===== config.mk =====
export PLATFORM = sky130hd
export DESIGN_NAME = slc3_mem_arbiter
export DESIGN_NICKNAME = d
export VERILOG_FILES = /design/src/rtl/slc3_mem_pkg.sv /design/src/rtl/slc3_mem_arbiter_rr_arb2.sv /design/src/rtl/slc3_mem_arbiter.sv
export SDC_FILE = /design/constraint.sdc
export NUM_CORES = 1
export LEC_CHECK = 0
export ABC_AREA = 0
export CORE_MARGIN = 5
export CORE_UTILIZATION = 45
export DETAILED_ROUTE_END_ITERATION = 10
export PLACE_DENSITY = 0.86
export RECOVER_POWER = 50
export SLEW_MARGIN = 10
export SYNTH_ARGS = -nofsm -noshare
export SYNTH_HDL_FRONTEND = slang
export SYNTH_SLANG_ARGS = --single-unit
export TNS_END_PERCENT = 1

===== constraint.sdc =====
create_clock -name clk -period 5.55 [get_ports clk]
set_input_delay 1.3875 -clock clk [delete_from_list [all_inputs] [get_ports clk]]
set_output_delay 1.3875 -clock clk [all_outputs]
set_load 0.02 [all_outputs]

===== src/rtl/slc3_mem_pkg.sv =====
// Shared types and defaults for the SLC-3 SRAM arbiter: FSM state encoding,
// grant encoding and the default timing/width parameters.
package slc3_mem_pkg;

    typedef enum logic [1:0] {
        IDLE   = 2'd0,
        SETUP  = 2'd1,
        ACCESS = 2'd2,
        DONE   = 2'd3
    } state_e;

    localparam int WAIT_STATES_DEFAULT = 2;
    localparam int AW_DEFAULT          = 16;
    localparam int DW_DEFAULT          = 16;

    localparam logic GRANT_CPU = 1'b0;
    localparam logic GRANT_LDR = 1'b1;

endpackage


===== src/rtl/slc3_mem_arbiter_rr_arb2.sv =====
// Two-way round-robin selector: req[0] is the CPU, req[1] the loader; on a tie
// the requester that did not win last time is chosen.
module rr_arb2
    import slc3_mem_pkg::*;
(
    input  logic [1:0] req,
    input  logic       last,
    output logic       grant
);

    always_comb begin
        grant = last;
        if (req == 2'b11) begin
            grant = ~last;
        end else if (req[1]) begin
            grant = GRANT_LDR;
        end else if (req[0]) begin
            grant = GRANT_CPU;
        end
    end

endmodule


===== src/rtl/slc3_mem_arbiter.sv =====
// Arbitrates CPU and loader accesses onto one asynchronous SRAM port using an
// IDLE/SETUP/ACCESS/DONE sequence with registered active-low strobes.
module slc3_mem_arbiter
    import slc3_mem_pkg::*;
#(
    parameter int WAIT_STATES = WAIT_STATES_DEFAULT,
    parameter int AW          = AW_DEFAULT,
    parameter int DW          = DW_DEFAULT
) (
    input  logic          clk,
    input  logic          rst_n,
    input  logic          cpu_req,
    input  logic          cpu_we,
    input  logic [AW-1:0] cpu_addr,
    input  logic [DW-1:0] cpu_wdata,
    output logic          cpu_ack,
    output logic [DW-1:0] cpu_rdata,
    input  logic          ldr_req,
    input  logic          ldr_we,
    input  logic [AW-1:0] ldr_addr,
    input  logic [DW-1:0] ldr_wdata,
    output logic          ldr_ack,
    output logic [DW-1:0] ldr_rdata,
    output logic [AW-1:0] mem_addr,
    output logic [DW-1:0] mem_wdata,
    input  logic [DW-1:0] mem_rdata,
    output logic          CE_n,
    output logic          OE_n,
    output logic          WE_n,
    output logic          UB_n,
    output logic          LB_n,
    output logic          busy
);

    localparam logic [3:0] CNT_LOAD = 4'(WAIT_STATES - 1);

    state_e        state_q, state_d;
    logic [3:0]    cnt_q, cnt_d;
    logic          grant_q, grant_d;
    logic          we_q, we_d;
    logic [AW-1:0] addr_q, addr_d;
    logic [DW-1:0] wdata_q, wdata_d;
    logic [DW-1:0] cpu_rdata_q, cpu_rdata_d;
    logic [DW-1:0] ldr_rdata_q, ldr_rdata_d;
    logic          ce_n_q, ce_n_d;
    logic          oe_n_q, oe_n_d;
    logic          we_n_q, we_n_d;
    logic          busy_q, busy_d;
    logic          cpu_ack_q, cpu_ack_d;
    logic          ldr_ack_q, ldr_ack_d;
    logic          arb_grant;

    rr_arb2 u_rr_arb2 (
        .req   ({ldr_req, cpu_req}),
        .last  (grant_q),
        .grant (arb_grant)
    );

    // grant_q doubles as the last-grant memory for the round-robin tie break.
    always_comb begin
        state_d     = state_q;
        cnt_d       = cnt_q;
        grant_d     = grant_q;
        we_d        = we_q;
        addr_d      = addr_q;
        wdata_d     = wdata_q;
        cpu_rdata_d = cpu_rdata_q;
        ldr_rdata_d = ldr_rdata_q;
        unique case (state_q)
            IDLE: begin
                if (cpu_req || ldr_req) begin
                    state_d = SETUP;
                    grant_d = arb_grant;
                    we_d    = (arb_grant == GRANT_LDR) ? ldr_we    : cpu_we;
                    addr_d  = (arb_grant == GRANT_LDR) ? ldr_addr  : cpu_addr;
                    wdata_d = (arb_grant == GRANT_LDR) ? ldr_wdata : cpu_wdata;
                end
            end
            SETUP: begin
                state_d = ACCESS;
                cnt_d   = CNT_LOAD;
            end
            ACCESS: begin
                if (cnt_q == 4'd0) begin
                    state_d = DONE;
                    if (!we_q) begin
                        if (grant_q == GRANT_LDR) begin
                            ldr_rdata_d = mem_rdata;
                        end else begin
                            cpu_rdata_d = mem_rdata;
                        end
                    end
                end else begin
                    cnt_d = cnt_q - 4'd1;
                end
            end
            DONE: begin
                state_d = IDLE;
            end
            default: begin
                state_d = IDLE;
            end
        endcase

        // Outputs are decoded from the next state so they are glitch-free flops.
        ce_n_d    = !((state_d == SETUP) || (state_d == ACCESS));
        oe_n_d    = !((state_d == ACCESS) && !we_d);
        we_n_d    = !((state_d == ACCESS) && we_d);
        busy_d    = (state_d != IDLE);
        cpu_ack_d = (state_d == DONE) && (grant_d == GRANT_CPU);
        ldr_ack_d = (state_d == DONE) && (grant_d == GRANT_LDR);
    end

    always_ff @(posedge clk or negedge rst_n) begin
        if (!rst_n) begin
            state_q     <= IDLE;
            cnt_q       <= 4'd0;
            grant_q     <= GRANT_CPU;
            we_q        <= 1'b0;
            addr_q      <= '0;
            wdata_q     <= '0;
            cpu_rdata_q <= '0;
            ldr_rdata_q <= '0;
            ce_n_q      <= 1'b1;
            oe_n_q      <= 1'b1;
            we_n_q      <= 1'b1;
            busy_q      <= 1'b0;
            cpu_ack_q   <= 1'b0;
            ldr_ack_q   <= 1'b0;
        end else begin
            state_q     <= state_d;
            cnt_q       <= cnt_d;
            grant_q     <= grant_d;
            we_q        <= we_d;
            addr_q      <= addr_d;
            wdata_q     <= wdata_d;
            cpu_rdata_q <= cpu_rdata_d;
            ldr_rdata_q <= ldr_rdata_d;
            ce_n_q      <= ce_n_d;
            oe_n_q      <= oe_n_d;
            we_n_q      <= we_n_d;
            busy_q      <= busy_d;
            cpu_ack_q   <= cpu_ack_d;
            ldr_ack_q   <= ldr_ack_d;
        end
    end

    assign mem_addr  = addr_q;
    assign mem_wdata = wdata_q;
    assign cpu_rdata = cpu_rdata_q;
    assign ldr_rdata = ldr_rdata_q;
    assign cpu_ack   = cpu_ack_q;
    assign ldr_ack   = ldr_ack_q;
    assign CE_n      = ce_n_q;
    assign UB_n      = ce_n_q;
    assign LB_n      = ce_n_q;
    assign OE_n      = oe_n_q;
    assign WE_n      = we_n_q;
    assign busy      = busy_q;

endmodule


==> summary.md <==
| Metric | Value |
|---|---|
| Initial Util | 45.4% |
| FF+latch count, synth | just under 80 |
| Post-CTS Setup Inserts | 0 |
| Cell taking the most area after synthesis | dfrtp_1 |
| Worst Hold Depth | 2 |
| Layout Utilization | between 60 and 70% |
| F_max | ~0.26 GHz |
| Post-synth top area share | 54.3% |
| Slew @ Worst Pin | around 1900 ps |
| Comb power frac | about half |
| Final hold violation count | 0 |
| Failing checks | max-capacitance violations, max-slew violations |
| CTS tree | yes |
| Clock Sink Count | between 70 and 80 |
| Post-route DRC | 0 |
| Pwr dens | about 590 nW/um^2 |
| R2R depth | 5 |
| Post-synthesis cell count | approximately 280 |
| Layout net count | between 500 and 600 |
| Slew headroom | -24.1% |
| I/O Buffers | ~160 |
| Vias/cell | between 4 and 5 |
| Seq pwr share | between 30% and 40% |
| ANT cells | 0 |
| Distinct cells, synth | 33 |
| Most used DFF post-synth | dfrtp_1 |
| Asr flop ratio synth | 100% |
| Period Utilization, post-route | about 70% |
| Fill count | around 570 |
| Num ports | about 160 |
| Vias in the first global route | approximately 2800 |
| RSZ-0062 raised after global routing | no |
| Register area share after synthesis | 56.6% |
| Net Switching | ~0.0012 W |
| Number of flops mapped to enable cells by yosys | 0 |
| Overall power | 0.00309 W |
| P_leak | 2.31 nW |
| Clock-pin slew on the worst setup and hold paths | 80 ps |
| Clk buf depth | 2 |
| Synthesis-to-layout area growth | 52.6% |
| CTS buffer count | 9 |
| Initial antenna violation count | 0 |
| Die height | between 90 and 100 um |
| Most instantiated cells after synthesis | dfrtp_1, nand2_1, o21ai_0, mux2i_1, mux2_4 |
| Post-Route Setup TNS | 0 ps |
| Synthesized Nets | 368 |
| Critical path arrival | between 4000 and 5000 ps |
| Cts hold-fix bufs | 0 |
| # setup viols final | 0 |
| VDD IR-drop max | 264 uV |
| Remaining Overflow, GRT | 0 |
| Core ar. | about 7600 um^2 |
| Crit path launch type | primary input |
| Tmin final | between 3000 and 4000 ps |
| Die ar. | 9540 um^2 |
| Routed Antenna Nets | 0 |
| Mapped Area | about 3500 um^2 |
| H-Tree Depth | 3 |
| Worst Hold Class | flip-flop to flip-flop |
| Die Wd | 97.7 um |
| Post-CTS sizing | 0 |
| Net Sw Frac | 37.3% |
| Final Max Slew Viols | between 90 and 100 |
| Rows | 32 |
| First-pass GRT wire length | approximately 14 mm |
| Final Skew | roughly 9.8 ps |
| Outcome | finished with violations |
| Top-count cell post-synth | dfrtp_1 |
| Max_cap viols | 2 |
| Final GP Congestion | about 0.78 |
| Worst-Skew Late Latency | roughly 350 ps |
| Worst Setup End Kind | flip-flop |
| Crit path required time | approximately 5800 ps |
| Clock root buffer master | clkbuf_8 |
| Synth Area per Inst | approximately 13 um^2 |
| Final WL | 8.61 mm |
| Gr usage total | a little under a fifth |
| Drt pass-1 iters | 4 |
| Worst-path fanout max | 48 |
| Detailed Place HPWL | around 6.7 mm |
| Share of layout cells above drive strength 1 | between 10% and 20% |
| Critical path class | primary input to flip-flop |
| Largest net degree at the start of global routing | 79 |
| Main area contributors after synthesis | dfrtp_1, mux2i_1, mux2_4 |
| Via Count | 2647 |
| Yosys warnings | 0 |
| Int Pwr | between 0.0015 and 0.002 W |
| Wire length per cell | 16.1 um |
| Drt first-iter violations | 46 |
| Clock Power Share | 16.5% |
-- state kept, by name (all words and copies together), names as in the netlist --
register   flops
WE_n           1
state_q        2
CE_n           1
cpu_ack        1
busy           1
mem_wdata     16
mem_addr      16
ldr_rdata     16
cpu_rdata     16
OE_n           1
cnt_q          4
we_q           1
ldr_ack        1
grant_q        1
-- final cells by class --
cell class / count / area, um^2 / area share, %
clock inverter: 5 / 106 / 2.02
tap: 102 / 128 / 2.42
clock buffer: 11 / 141 / 2.68
timing repair buffer: 159 / 1580 / 30.0
multi-input combinational: 174 / 1340 / 25.3
inverter: 7 / 26.3 / 0.498
sequential: 78 / 1960 / 37.1
-- routing by layer --
| layer | GRT usage [%] | routed length (um) | vias to the layer above |
|---|---|---|---|
| li1 | - | - | 1256 |
| met1 | 19.8 | 3210 | 1266 |
| met2 | 33.3 | 4510 | 111 |
| met3 | 6.60 | 687 | 14 |
| met4 | 7.14 | 202 | 0 |
| met5 | 0 | 0 | - |
-- power by group through the flow --
stage               sequential [W]  clock, W  combinational (W)
finish                     0.00102  0.000510            0.00156
global route               0.00106  0.000552            0.00168
CTS                        0.00103  0.000528            0.00163
detailed placement         0.00104         0            0.00162
global placement           0.00102         0            0.00158
floorplan                  0.00131         0           0.000616
-- placed cells by master (no fill, tap or decap), types with 2 or more instances in the layout --
master           synthesis  layout
dfrtp_1                 75      75
bufinv_16                0       3
mux2_1                   0      10
a21o_1                   2       2
inv_1                    7       7
ha_1                     7       7
mux2_4                  20      10
nand2_1                 38      39
nor2_1                   2       2
dfstp_2                  3       3
clkdlybuf4s50_1          0     149
clkbuf_8                 0      10
dlygate4sd3_1            0       7
nand2b_1                 3       3
nor3_1                   2       2
buf_4                    6       2
nor2b_1                  3       3
mux2_2                  12      12
o21ai_0                 35      36
mux2i_1                 33      33
a21oi_1                  3       3
o22ai_1                  2       2
-- path summary, 6_finish.rpt --
kind / from / to / slack [ps]
max reg2reg: state_q[0] / cpu_rdata[0] / 2870
min: mem_wdata[12] / mem_wdata[12] / 480
max in group asynchronous: rst_n / mem_wdata[12] / 2900
min reg2reg: mem_wdata[12] / mem_wdata[12] / 480
min in group asynchronous: rst_n / ldr_rdata[4] / 1550
max: ldr_req / mem_addr[4] / 1660
-- worst max-delay path, stage by stage --
cell	delay, ps
dlygate4sd3_1	640
o21ai_0	1340
buf_4	550
o21ai_0	170
-- kinds of logic after synthesis --
group	after synthesis	synth area share [%]
adders and majority gates	7	2.53
and+or+nand+nor	55	7.46
AOI/OAI and AO/OA	47	7.42
buffers and inverters	23	3.87
DFF	78	56.6
muxes	65	22.1
-- metrics by stage --
step / setup WS (ps) / hold WS [ps] / cell area, um^2 / cells
3_5_place_dp: 1980 / 471 / 5080 / 520
4_1_cts: 2350 / 489 / 5330 / 536
3_3_place_gp: 2080 / 461 / 5080 / 520
2_1_floorplan: 3280 / 463 / 3460 / 275
5_1_grt: 1370 / 510 / 5270 / 536
6_report: 1660 / 480 / 5270 / 536
Note: power is estimated with default switching activity, not from simulation.
